**src/rtl/div_issue_ctrl_pkg.sv**
```systemverilog
// Shared divide-issue definitions: onehot divide opcodes (also used by the decoder),
// the issue FSM state type and the divide-by-zero bypass result helper.
package div_issue_ctrl_pkg;

  localparam logic [3:0] DIV_OP_DIV_W  = 4'b0001;
  localparam logic [3:0] DIV_OP_DIV_WU = 4'b0010;
  localparam logic [3:0] DIV_OP_MOD_W  = 4'b0100;
  localparam logic [3:0] DIV_OP_MOD_WU = 4'b1000;

  typedef enum logic [3:0] {
    ST_IDLE  = 4'b0001,
    ST_BUSY  = 4'b0010,
    ST_DRAIN = 4'b0100,
    ST_DONE  = 4'b1000
  } div_state_e;

  // Quotient of x/0 is all ones; remainder of x/0 is the dividend.
  function automatic logic [31:0] div_zero_result(input logic [3:0] op, input logic [31:0] src1);
    return ((op & (DIV_OP_DIV_W | DIV_OP_DIV_WU)) != 4'b0000) ? '1 : src1;
  endfunction

endpackage

```
**src/rtl/div_issue_ctrl.sv**
```systemverilog
// Issue/hand-back controller sitting between the EX stage and an external multi-cycle divider.
// Optional macro DIV_ZERO_BYPASS_EN: divide-by-zero completes without using the divider.
module div_issue_ctrl
  import div_issue_ctrl_pkg::*;
#(
  parameter int DATA_W = 32
) (
  input  logic              clk,
  input  logic              resetn,
  input  logic              req_valid,
  output logic              req_ready,
  input  logic [3:0]        req_op,
  input  logic [DATA_W-1:0] req_src1,
  input  logic [DATA_W-1:0] req_src2,
  input  logic              flush,
  output logic              rsp_valid,
  input  logic              rsp_ready,
  output logic [DATA_W-1:0] rsp_data,
  output logic [3:0]        div_op,
  output logic [DATA_W-1:0] div_src1,
  output logic [DATA_W-1:0] div_src2,
  input  logic [DATA_W-1:0] div_res,
  input  logic              div_done
);

  div_state_e        state;
  logic [3:0]        op_q;
  logic [DATA_W-1:0] src1_q;
  logic [DATA_W-1:0] src2_q;
  logic [DATA_W-1:0] res_q;
  logic              accept;

  assign req_ready = resetn & (state == ST_IDLE) & ~flush;
  assign accept    = req_valid & req_ready;

  always_ff @(posedge clk or negedge resetn) begin
    if (!resetn) begin
      state  <= ST_IDLE;
      op_q   <= '0;
      src1_q <= '0;
      src2_q <= '0;
      res_q  <= '0;
    end else begin
      case (state)
        ST_IDLE: begin
          if (accept) begin
            op_q   <= req_op;
            src1_q <= req_src1;
            src2_q <= req_src2;
`ifdef DIV_ZERO_BYPASS_EN
            if (req_src2 == '0) begin
              res_q <= div_zero_result(req_op, req_src1);
              state <= ST_DONE;
            end else begin
              state <= ST_BUSY;
            end
`else
            state <= ST_BUSY;
`endif
          end
        end
        ST_BUSY: begin
          // A flush that coincides with completion simply drops the result.
          if (div_done) begin
            if (flush) begin
              state <= ST_IDLE;
            end else begin
              res_q <= div_res;
              state <= ST_DONE;
            end
          end else if (flush) begin
            state <= ST_DRAIN;
          end
        end
        ST_DRAIN: begin
          // The divider cannot be aborted; keep it fed until it reports done.
          if (div_done) state <= ST_IDLE;
        end
        ST_DONE: begin
          if (flush || rsp_ready) state <= ST_IDLE;
        end
        default: state <= ST_IDLE;
      endcase
    end
  end

  assign div_op    = ((state == ST_BUSY) || (state == ST_DRAIN)) ? op_q : 4'b0000;
  assign div_src1  = src1_q;
  assign div_src2  = src2_q;
  assign rsp_valid = (state == ST_DONE);
  assign rsp_data  = res_q;

endmodule

```
**config.mk**
```make
export PLATFORM = sky130hd
export DESIGN_NAME = div_issue_ctrl
export DESIGN_NICKNAME = d
export VERILOG_FILES = /design/src/rtl/div_issue_ctrl_pkg.sv /design/src/rtl/div_issue_ctrl.sv
export SDC_FILE = /design/constraint.sdc
export NUM_CORES = 1
export LEC_CHECK = 0
export BUFFER_PORTS_ARGS = -buffer_cell sky130_fd_sc_hd__buf_4
export CORE_ASPECT_RATIO = 1.1
export CORE_MARGIN = 2
export CORE_UTILIZATION = 40
export CTS_CLUSTER_SIZE = 28
export DETAILED_ROUTE_END_ITERATION = 8
export GPL_ROUTABILITY_DRIVEN = 0
export PLACE_DENSITY = 0.71
export SLEW_MARGIN = 20
export SYNTH_ARGS = -nofsm -noshare
export SYNTH_HDL_FRONTEND = slang
export SYNTH_SLANG_ARGS = --single-unit
```
**constraint.sdc**
```tcl
create_clock -name clk -period 3.1 [get_ports clk]
set_input_delay 0.62 -clock clk [delete_from_list [all_inputs] [get_ports clk]]
set_output_delay 0.62 -clock clk [all_outputs]
set_load 0.05 [all_outputs]
```
==> reports/results.ini, run 1 <==
[run_status]
run_status=finished clean

[clock_network]
hold_buffers=0
numClockSinks=104
ctsHtreeMaxLevel=3
post_cts_resize_count=0
clock_tree.buffer_depth=2
worst_skew_pair.late_latency_ns=0.34
tritoncts=yes
postCtsSetupRepairBufs=0
cts-buffers-inserted=9
clk_root_buffer_cell=clkbuf_16
clk_pin_slew_ns=0.07

[detailed_routing]
final_antenna_violating_net_count=0
avgViaCountPerCell=4.619
avgRoutedWirePerCell_um=16.11
firstDrtPassIters=3
detailroute.via_count=2790
drcViolationCount=0
detailed_route_wl_um=9728
drt_iter0_drc=57

[timing]
setup_viol=0
timing.final.hold_violations=0
whs_ns=0.3947
slew_violations=0
finalCritPeriodShare_pct=79.87
max_freq_mhz=403.9
tightest_pin_transition_ns=0.6889
final.setup_skew_ns=0.008800
min_period_ns=2.476
relSlewSlack_pct=54.08
unrepaired_setup_endpoints_after_global_routing=no
fin_tns_setup_ns=0

[logic_synthesis]
yosys_warnings=0
netlist_instances=243
ys_seq_area_share_pct=59.85
post_syn_nets=349
main_combinational_cell_family_by_area_after_synthesis=multiplexers
top_post_synthesis_cells_by_count=dfrtp_1, mux2_4, mux2_2
yosys_register_bits=104
synthXorXnorAreaFrac_pct=0
post_synth_top_flop=dfrtp_1
synthMostInstantiatedCell=dfrtp_1
post_synth_and_or_nand_nor_area_fraction_pct=3.250
mappedNetlistArea_um2=4350
post_synthesis_cell_type_with_the_largest_combined_area=dfrtp_1
synth_fa_ha_area_share_pct=0
synth.area.mux_share_pct=31.75
asyncSetResetFlopFracSynth_pct=100.0
post_synth_num_cell_types=25
synth-edff-count=0
synth-compound-area-share_pct=1.208
syn_area_per_cell_um2=17.90
synth.area.top_cells=dfrtp_1, mux2_4, mux2_2
netlist.area_leader.share_pct=59.25

[worst_setup_path]
crit_path_end_kind=flop
worst_ep_required_time_ns=3.31
slowest_stage=dfstp_2
crit_fanout=22
worst_path_cell_trace=or4b_4, nor3b_2, and2_4, buf_4, mux2_4
cp_max_stage_delay_ns=0.58
worst_setup_path_start_kind=flop
worstSetupPathType=flop to flop
cp_data_arrival_time_ns=2.69

[floorplan]
die_h_um=113.4
rows=39
area_inside_the_core_boundary_um2=10490
die_width_um=103.4
floorplan.initialDensity_pct=41.47
design.portCount=208
die-area_um2=11730

[job]
max-cap-violations=0

[place]
numPortBuffers=207
dp_hpwl_um=7213

[pwr]
power_leakage_nw=3.191
vdd_drop_max_v=0.0006703
powerDensity_nw_per_um2=1296

[grt]
global_route_track_usage_on_met3_pct=5.760
global_route.overflow_total=0
largest_net_degree_at_the_start_of_global_routing=56
overall_fraction_of_global_route_tracks_in_use_pct=16.53
grt_first_pass_wirelength_um=14800
gr-usage-met2_pct=26.45
busiest_layer=met2
antenna_violations_before_repair=0
vias_in_the_first_global_route=2868
groute.layer.met1.usage_pct=20.84

[final_layout]
syn2layout_area_growth_pct=44.06
fillerInstances=839
num-nets-final=562
finalCoreUtilization_pct=59.74
antenna_cells_inserted=0
layout-drive-gt1-share_pct=72.02

[worst_hold_path]
holdCritPathClass=primary input to async pin

## critical path, delay by kind of cell (launching register included)
kind,cells,cell delay [ns]
AND/OR/NAND/NOR,3,1.16
flip-flops,1,0.58
multiplexers,1,0.31
buffers and inverters,1,0.30
## flip-flops by register name, indices dropped and copies added, names as in the netlist
| name | flops |
|---|---|
| div_src1 | 32 |
| div_src2 | 32 |
| op_q | 4 |
| rsp_data | 32 |
| state | 4 |
## through the flow
stage               cell area (um2)  worst slack (ns)  std cells  total power, W
floorplan                      4350            0.3011        243        0.005709
global placement               5982            0.6512        588        0.007034
detailed placement             5982            0.6011        588        0.007110
CTS                            6267            0.5842        604        0.008208
global route                   6267            0.5062        604        0.008479
finish                         6267            0.6240        604        0.008122
## path summary, 6_finish.rpt
path	start	to	slack, ns	depth (start not counted)
min reg2reg	rsp_data[21]	rsp_data[21]	0.51	1
min	resetn	op_q[3]	0.39	2
max in group asynchronous	resetn	rsp_data[12]	1.58	3
max reg2reg	state[0]	div_src2[18]	0.62	5
max	state[0]	div_src2[18]	0.62	5
min in group clk	div_done	state[2]	0.49	2
## metal layers
| layer | part of all wire, % | wire (um) | up-vias |
|---|---|---|---|
| li1 | - | - | 1287 |
| met1 | 39 | 3754 | 1377 |
| met2 | 50 | 4879 | 116 |
| met3 | 9.7 | 948 | 10 |
| met4 | 1.5 | 145 | 0 |
| met5 | 0 | 0 | - |
## cell families after synthesis
family,Yosys count
flops,104
buf+inv,11
simple gates,21
mux,100
compound gates,7
## layout by cell type, fill, tap and decap left out, drive strengths merged
cell type	instances
nor2	1
a2111oi	1
o22a	1
buf	213
nand2b	2
mux2	100
clkinv	2
or4b	1
dfstp	1
a21oi	1
and2	5
dfrtp	103
nor2b	2
a211oi	1
o21a	1
o41ai	1
nor3	1
nand3b	1
nand2	4
o22ai	1
clkinvlp	2
nor4b	2
nor3b	2
clkbuf	12
## report_power, final
group          internal, W  leakage, nW  switching [W]
clock             0.000589        0.135       0.000471
sequential         0.00204         1.29       0.000398
combinational      0.00172         1.77        0.00291
total              0.00435         3.19        0.00378
## cell type report
cell class,count,area [um2],area share (%)
clock buffer,12,256.5,4.093
clock inverter,4,28.78,0.4592
multi-input combinational,128,1575,25.13
sequential,104,2604,41.55
tap,143,178.9,2.855
timing repair buffer,213,1624,25.91
No activity file was read; power rests on OpenSTA's default activity.
==> run 2: changes to the inputs <==
--- a/config.mk
+++ b/config.mk
@@ -12,7 +12,7 @@
 export CTS_CLUSTER_SIZE = 28
 export DETAILED_ROUTE_END_ITERATION = 8
 export GPL_ROUTABILITY_DRIVEN = 0
-export PLACE_DENSITY = 0.71
+export PLACE_DENSITY = 0.73
 export SLEW_MARGIN = 20
 export SYNTH_ARGS = -nofsm -noshare
 export SYNTH_HDL_FRONTEND = slang
==> constraint.sdc (replaced) <==
create_clock -name clk -period 2.2 [get_ports clk]
set_input_delay 0.44 -clock clk [delete_from_list [all_inputs] [get_ports clk]]
set_output_delay 0.44 -clock clk [all_outputs]
set_load 0.05 [all_outputs]
==> run 2 against run 1 <==
  * Worst hold slack lost 0.21 ns
  * Clock skew down 0.00093 ns
  * Count of clock-buffer cells in the layout shrank 1
  * Power up 43%
  * Die area unchanged
  * Wire length grew 0.21%
  * Critical path depth decreased by 2
  * Critical path type is now flop to output pin
  * Critical endpoint is now req_ready
==> reports/results.ini, run 2 (synthesis gave the netlist of run 1 again) <==
[run_status]
run_status=finished clean

[final_layout]
layout.cells.most_common_list=buf_4, dfrtp_1, mux2_4
finalInstanceArea_um2=6405
most_common_library_cell_in_the_layout_ignoring_fill_and_taps=buf_4
syn2layout_area_growth_pct=47.22
layout-drive-gt1-share_pct=73.82
antenna_cells_inserted=0
multi_input_comb_area_um2=1625
num-nets-final=567
register_area_um2=2604
fillerInstances=832

[clock_network]
postCtsSetupRepairBufs=0
clk_root_buffer_cell=clkbuf_16
worst_skew_pair.late_latency_ns=0.34
clock_tree.buffer_depth=2
cts-buffers-inserted=9
tritoncts=yes
ctsHtreeMaxLevel=3
numClockSinks=104
clk_pin_slew_ns=0.07
hold_buffers=0

[floorplan]
die_h_um=113.4
rows=39
die_width_um=103.4
area_inside_the_core_boundary_um2=10490
die-area_um2=11730
design.portCount=208
floorplan.initialDensity_pct=41.47

[timing]
slew_violations=0
final.setup_skew_ns=0.007875
unrepaired_setup_endpoints_after_global_routing=yes
setup_viol=0
finalCritPeriodShare_pct=99.25
min_period_ns=2.183
timing.final.hold_violations=0
tightest_pin_transition_ns=0.8586
max_freq_mhz=458.0
relSlewSlack_pct=42.76
whs_ns=0.1880

[pwr]
share_of_power_burned_in_the_clock_network_pct=13.5
power_switching_w=0.005377
vdd_drop_max_v=0.0009225
cellInternalPower_w=0.006240
powerDensity_nw_per_um2=1814
power.share.switching_pct=46.29
combPwrFrac_pct=57.2
design_power_total_w=0.01162
power_leakage_nw=3.245
share_seq_of_total_power_pct=29.3

[worst_setup_path]
crit_path_end_kind=output pin
reg2reg_depth=5
cp-startpoint=state[0]
crit_fanout=2
cp_max_stage_delay_ns=0.53
cp_num_buf_inv=1
regToRegEndpoint=div_src1[9]
worst_path_dominant_cell_family=simple AND/OR/NAND/NOR gates
worstSetupPathType=flop to output pin
slowest_stage=dfstp_2
cp_data_arrival_time_ns=1.74
worst_ep_required_time_ns=1.76
worst_setup_path_start_kind=flop
reg_to_reg_start=state[0]
rrSetupSlack_ns=0.08
worst_path_cell_trace=or4b_4, nor3b_4, buf_6

[grt]
overall_fraction_of_global_route_tracks_in_use_pct=16.43
grt_first_pass_wirelength_um=14860
groute.layer.met1.usage_pct=19.87
antenna_violations_before_repair=0
busiest_layer=met2
global_route_track_usage_on_met3_pct=4.473
largest_net_degree_at_the_start_of_global_routing=69
vias_in_the_first_global_route=2991
global_route.overflow_total=0
gr-usage-met2_pct=27.48

[place]
dp_hpwl_um=7198
numPortBuffers=207
dpl_cell_area_um2=6045

[detailed_routing]
drcViolationCount=0
final_antenna_violating_net_count=0
avgRoutedWirePerCell_um=16.01
avgViaCountPerCell=4.612
detailed_route_wl_um=9748
drt_iter0_drc=69
detailroute.via_count=2809
firstDrtPassIters=4

[worst_hold_path]
holdCritPathClass=primary input to async pin

[job]
max-cap-violations=0

run 2: cell types whose count changed in the layout (fill, tap and decap cells not counted), moves of 2 or more:
| cell | previous run | this run |
|---|---|---|
| and2_1 | 4 | 0 |
| buf_6 | 0 | 3 |
| clkbuf_8 | 2 | 0 |
| and2_4 | 1 | 5 |
| nand2b_4 | 0 | 2 |
| buf_8 | 0 | 3 |
| nand2b_1 | 2 | 0 |
| buf_4 | 211 | 209 |
run 2: area by class of cell:
class	count	area share, %
multi-input combinational	128	25.38
tap	143	2.794
sequential	104	40.65
clock inverter	5	0.8791
clock buffer	11	3.634
timing repair buffer	218	26.67
run 2: routing by layer:
layer,vias to the layer above,routed length (um)
met3,17,708
met1,1390,3903
met5,-,0
met2,110,4977
li1,1292,-
met4,0,158
run 2: metrics by stage:
stage	setup slack, ns	TNS (ns)	utilization, %	instances
6_report	0.01658	0	61.05	609
5_1_grt	-0.04871	-0.04871	61.05	609
4_1_cts	-0.002138	-0.002138	60.69	609
3_5_place_dp	0.09991	0	57.61	593
3_3_place_gp	0.1315	0	57.61	593
2_1_floorplan	-0.3056	-20.86	-	243
run 2: how the worst max path moves through the flow:
stage | end | slack, ns | cells past startpoint
5_1_grt | req_ready | -0.05 | 3
6_report | req_ready | 0.02 | 3
3_5_place_dp | div_src1[13] | 0.1 | 5
4_1_cts | req_ready | -0.002 | 3
3_3_place_gp | div_src1[11] | 0.13 | 5
2_1_floorplan | div_src1[0] | -0.31 | 6
run 2: power groups by stage:
stage               logic (W)  clock network (W)  registers [W]
global placement      0.00657                  0        0.00338
global route          0.00689            0.00168        0.00353
floorplan             0.00151                  0        0.00654
detailed placement    0.00664                  0        0.00342
CTS                   0.00666            0.00162        0.00341
finish                0.00664            0.00157        0.00341
run 2: repair_timing:
action / 4_1_cts / 5_1_grt
resized for setup: 8 / 10
setup endpoints to repair: 5 / 5
pin swaps: 2 / 4
run 2: worst reg2reg max path, cell delays in order, from the launching register on:
cell,delay (ns)
dfstp_2,0.53
or4b_4,0.48
nor3b_4,0.22
and2_4,0.23
buf_4,0.24
mux2_4,0.32
==> run 3: changes to the inputs <==
--- a/config.mk
+++ b/config.mk
@@ -5,6 +5,7 @@
 export SDC_FILE = /design/constraint.sdc
 export NUM_CORES = 1
 export LEC_CHECK = 0
+export ABC_AREA = 1
 export BUFFER_PORTS_ARGS = -buffer_cell sky130_fd_sc_hd__buf_4
 export CORE_ASPECT_RATIO = 1.1
 export CORE_MARGIN = 2
@@ -12,7 +13,8 @@
 export CTS_CLUSTER_SIZE = 28
 export DETAILED_ROUTE_END_ITERATION = 8
 export GPL_ROUTABILITY_DRIVEN = 0
-export PLACE_DENSITY = 0.73
+export PLACE_DENSITY = 0.74
+export REMOVE_ABC_BUFFERS = 1
 export SLEW_MARGIN = 20
 export SYNTH_ARGS = -nofsm -noshare
 export SYNTH_HDL_FRONTEND = slang
==> run 3 against run 2 <==
  * Sequential share of layout area up 1.6 points
  * Non-clock buffer count down 4
  * Sequential cell count unchanged
  * Register-to-register slack better by 0.48 ns
  * Clock power down 3%
  * Highest routed layer unchanged
==> reports/results.ini, run 3 <==
[run_status]
run_status=finished clean

[grt]
grt_first_pass_wirelength_um=18080
global_route.overflow_total=0
antenna_violations_before_repair=0
overall_fraction_of_global_route_tracks_in_use_pct=19.87
vias_in_the_first_global_route=3695
largest_net_degree_at_the_start_of_global_routing=105

[worst_setup_path]
reg2reg_depth=7
cp_data_arrival_time_ns=1.52
worst_ep_required_time_ns=1.76
crit_path_end_kind=output pin
rrSetupSlack_ns=0.56
reg_to_reg_start=state[0]
crit_fanout=4
worstSetupPathType=flop to output pin
regToRegEndpoint=div_src1[27]
worst_setup_path_start_kind=flop

[detailed_routing]
drcViolationCount=0
routed.top_layer=met4
drt_iter0_drc=170
wl_met3_um=1272
met2_wirelength_um=5096
detailed_route_wl_um=11170
firstDrtPassIters=4
detailroute.via_count=3839
avgViaCountPerCell=4.665
avgRoutedWirePerCell_um=13.57
final_antenna_violating_net_count=0
met1_length_um=4661

[clock_network]
tritoncts=yes
cts-buffers-inserted=9
clk_root_buffer_cell=clkbuf_16
worst_skew_pair.late_latency_ns=0.33
hold_buffers=0
ctsHtreeMaxLevel=3
clock_tree.buffer_depth=2
clk_pin_slew_ns=0.06
numClockSinks=104
postCtsSetupRepairBufs=0

[logic_synthesis]
syn_area_per_cell_um2=8.787
post_synth_top_flop=dfrtp_1
post_synthesis_cell_type_with_the_largest_combined_area=dfrtp_1
top_post_synthesis_cells_by_count=nand2_1, dfrtp_1, nand3_1
netlist.area_leader.share_pct=61.24
mappedNetlistArea_um2=4209
synth-edff-count=0
asyncSetResetFlopFracSynth_pct=100.0
synthMostInstantiatedCell=nand2_1
yosys_register_bits=104
ys_seq_area_share_pct=61.86
synth.area.top_cells=dfrtp_1, nand2_1, nand3_1
netlist_instances=479
yosys_warnings=0
post_synth_num_cell_types=17

[final_layout]
fillerInstances=905
syn2layout_area_growth_pct=46.40
antenna_cells_inserted=0
most_common_library_cell_in_the_layout_ignoring_fill_and_taps=buf_4
layout.cells.most_common_list=buf_4, nand2_1, dfrtp_1
layout.cells.non_filler=823
num-nets-final=781
layout-drive-gt1-share_pct=33.97
finalInstanceArea_um2=6162

[floorplan]
area_inside_the_core_boundary_um2=10300
die-area_um2=11360
design.portCount=208
die_h_um=111.6
rows=39
floorplan.initialDensity_pct=40.88
die_width_um=101.8

[pwr]
vdd_drop_max_v=0.0009924
power_leakage_nw=3.503
design_power_total_w=0.01007
powerDensity_nw_per_um2=1634

[timing]
finalCritPeriodShare_pct=88.88
timing.final.hold_violations=0
fin_tns_setup_ns=0
tightest_pin_transition_ns=0.5445
setup_viol=0
min_period_ns=1.955
unrepaired_setup_endpoints_after_global_routing=no
slew_violations=0
relSlewSlack_pct=63.70
whs_ns=0.1996
final.setup_skew_ns=0.009396
max_freq_mhz=511.4

[place]
dpl_cell_area_um2=5877
dp_hpwl_um=7940
placed_cells_incl_taps=807
numPortBuffers=207

[worst_hold_path]
holdCritPathClass=primary input to async pin

[job]
max-cap-violations=0

[run 3: changes by cell type after synthesis, moves of 4 or more]
cell	before	now
nand3_1	0	71
nor2_1	1	9
mux2_4	68	0
mux2_2	32	0
buf_12	8	0
nand2_1	4	181
buf_2	0	8
o21ai_0	0	34
a21boi_0	0	4
inv_1	0	40
and2_1	4	0
clkbuf_1	0	16
[run 3: routing by layer]
layer  up-vias  track usage, %
met3        10           6.717
met1      1756           26.37
met5         -               0
met2       188           30.61
li1       1885               -
met4         0           6.486
[run 3: per-stage QoR]
step,setup WS (ns),utilization [%]
4_1_cts,0.1692,59.82
6_report,0.2446,59.85
5_1_grt,0.06155,59.85
3_5_place_dp,0.5456,57.08
3_3_place_gp,0.6081,57.08
2_1_floorplan,-0.7043,-
[run 3: layout make-up]
| class | count | area (um2) | area share, % |
|---|---|---|---|
| Sequential cell | 104 | 2604 | 42.25 |
| Inverter | 40 | 150.1 | 2.437 |
| Timing Repair Buffer | 214 | 1619 | 26.27 |
| Clock buffer | 13 | 240.2 | 3.898 |
| Multi-Input combinational cell | 306 | 1328 | 21.54 |
| Clock inverter | 3 | 42.54 | 0.6904 |
| Tap cell | 143 | 178.9 | 2.904 |
[run 3: worst max-delay path, cell delays in order (launching register included)]
cell and delay [ns]:
dfrtp_1 0.39, nor2_1 0.24, nand2_1 0.14, a21boi_0 0.19
buf_4 0.23
[run 3: worst max-delay path by stage]
stage                   from          end  cells past startpoint
floorplan           state[0]  div_src1[0]                      7
global placement    state[1]    div_op[1]                      5
detailed placement  state[1]    div_op[2]                      5
CTS                 state[1]    div_op[2]                      5
global route        state[1]    div_op[2]                      5
finish              state[1]    div_op[2]                      4
[run 3: power breakdown]
part	leakage [nW]	internal (W)	switching, W	total [W]
sequential	1.33	0.00275	0.000481	0.00323
clock	0.134	0.000883	0.000650	0.00153
combinational	2.03	0.00149	0.00382	0.00531
[run 3: cells by family after synthesis]
group	Yosys count	synth area share (%)
AOI/OAI and AO/OA	38	4.756
DFF	104	61.86
buffers and inverters	69	6.659
and+or+nand+nor	268	26.72
[run 3: what timing repair did]
| item | in CTS | in global routing |
|---|---|---|
| gates resized for setup | 0 | 1 |
| hold endpoints to repair | 0 | 0 |
| setup endpoints to repair | 0 | 3 |
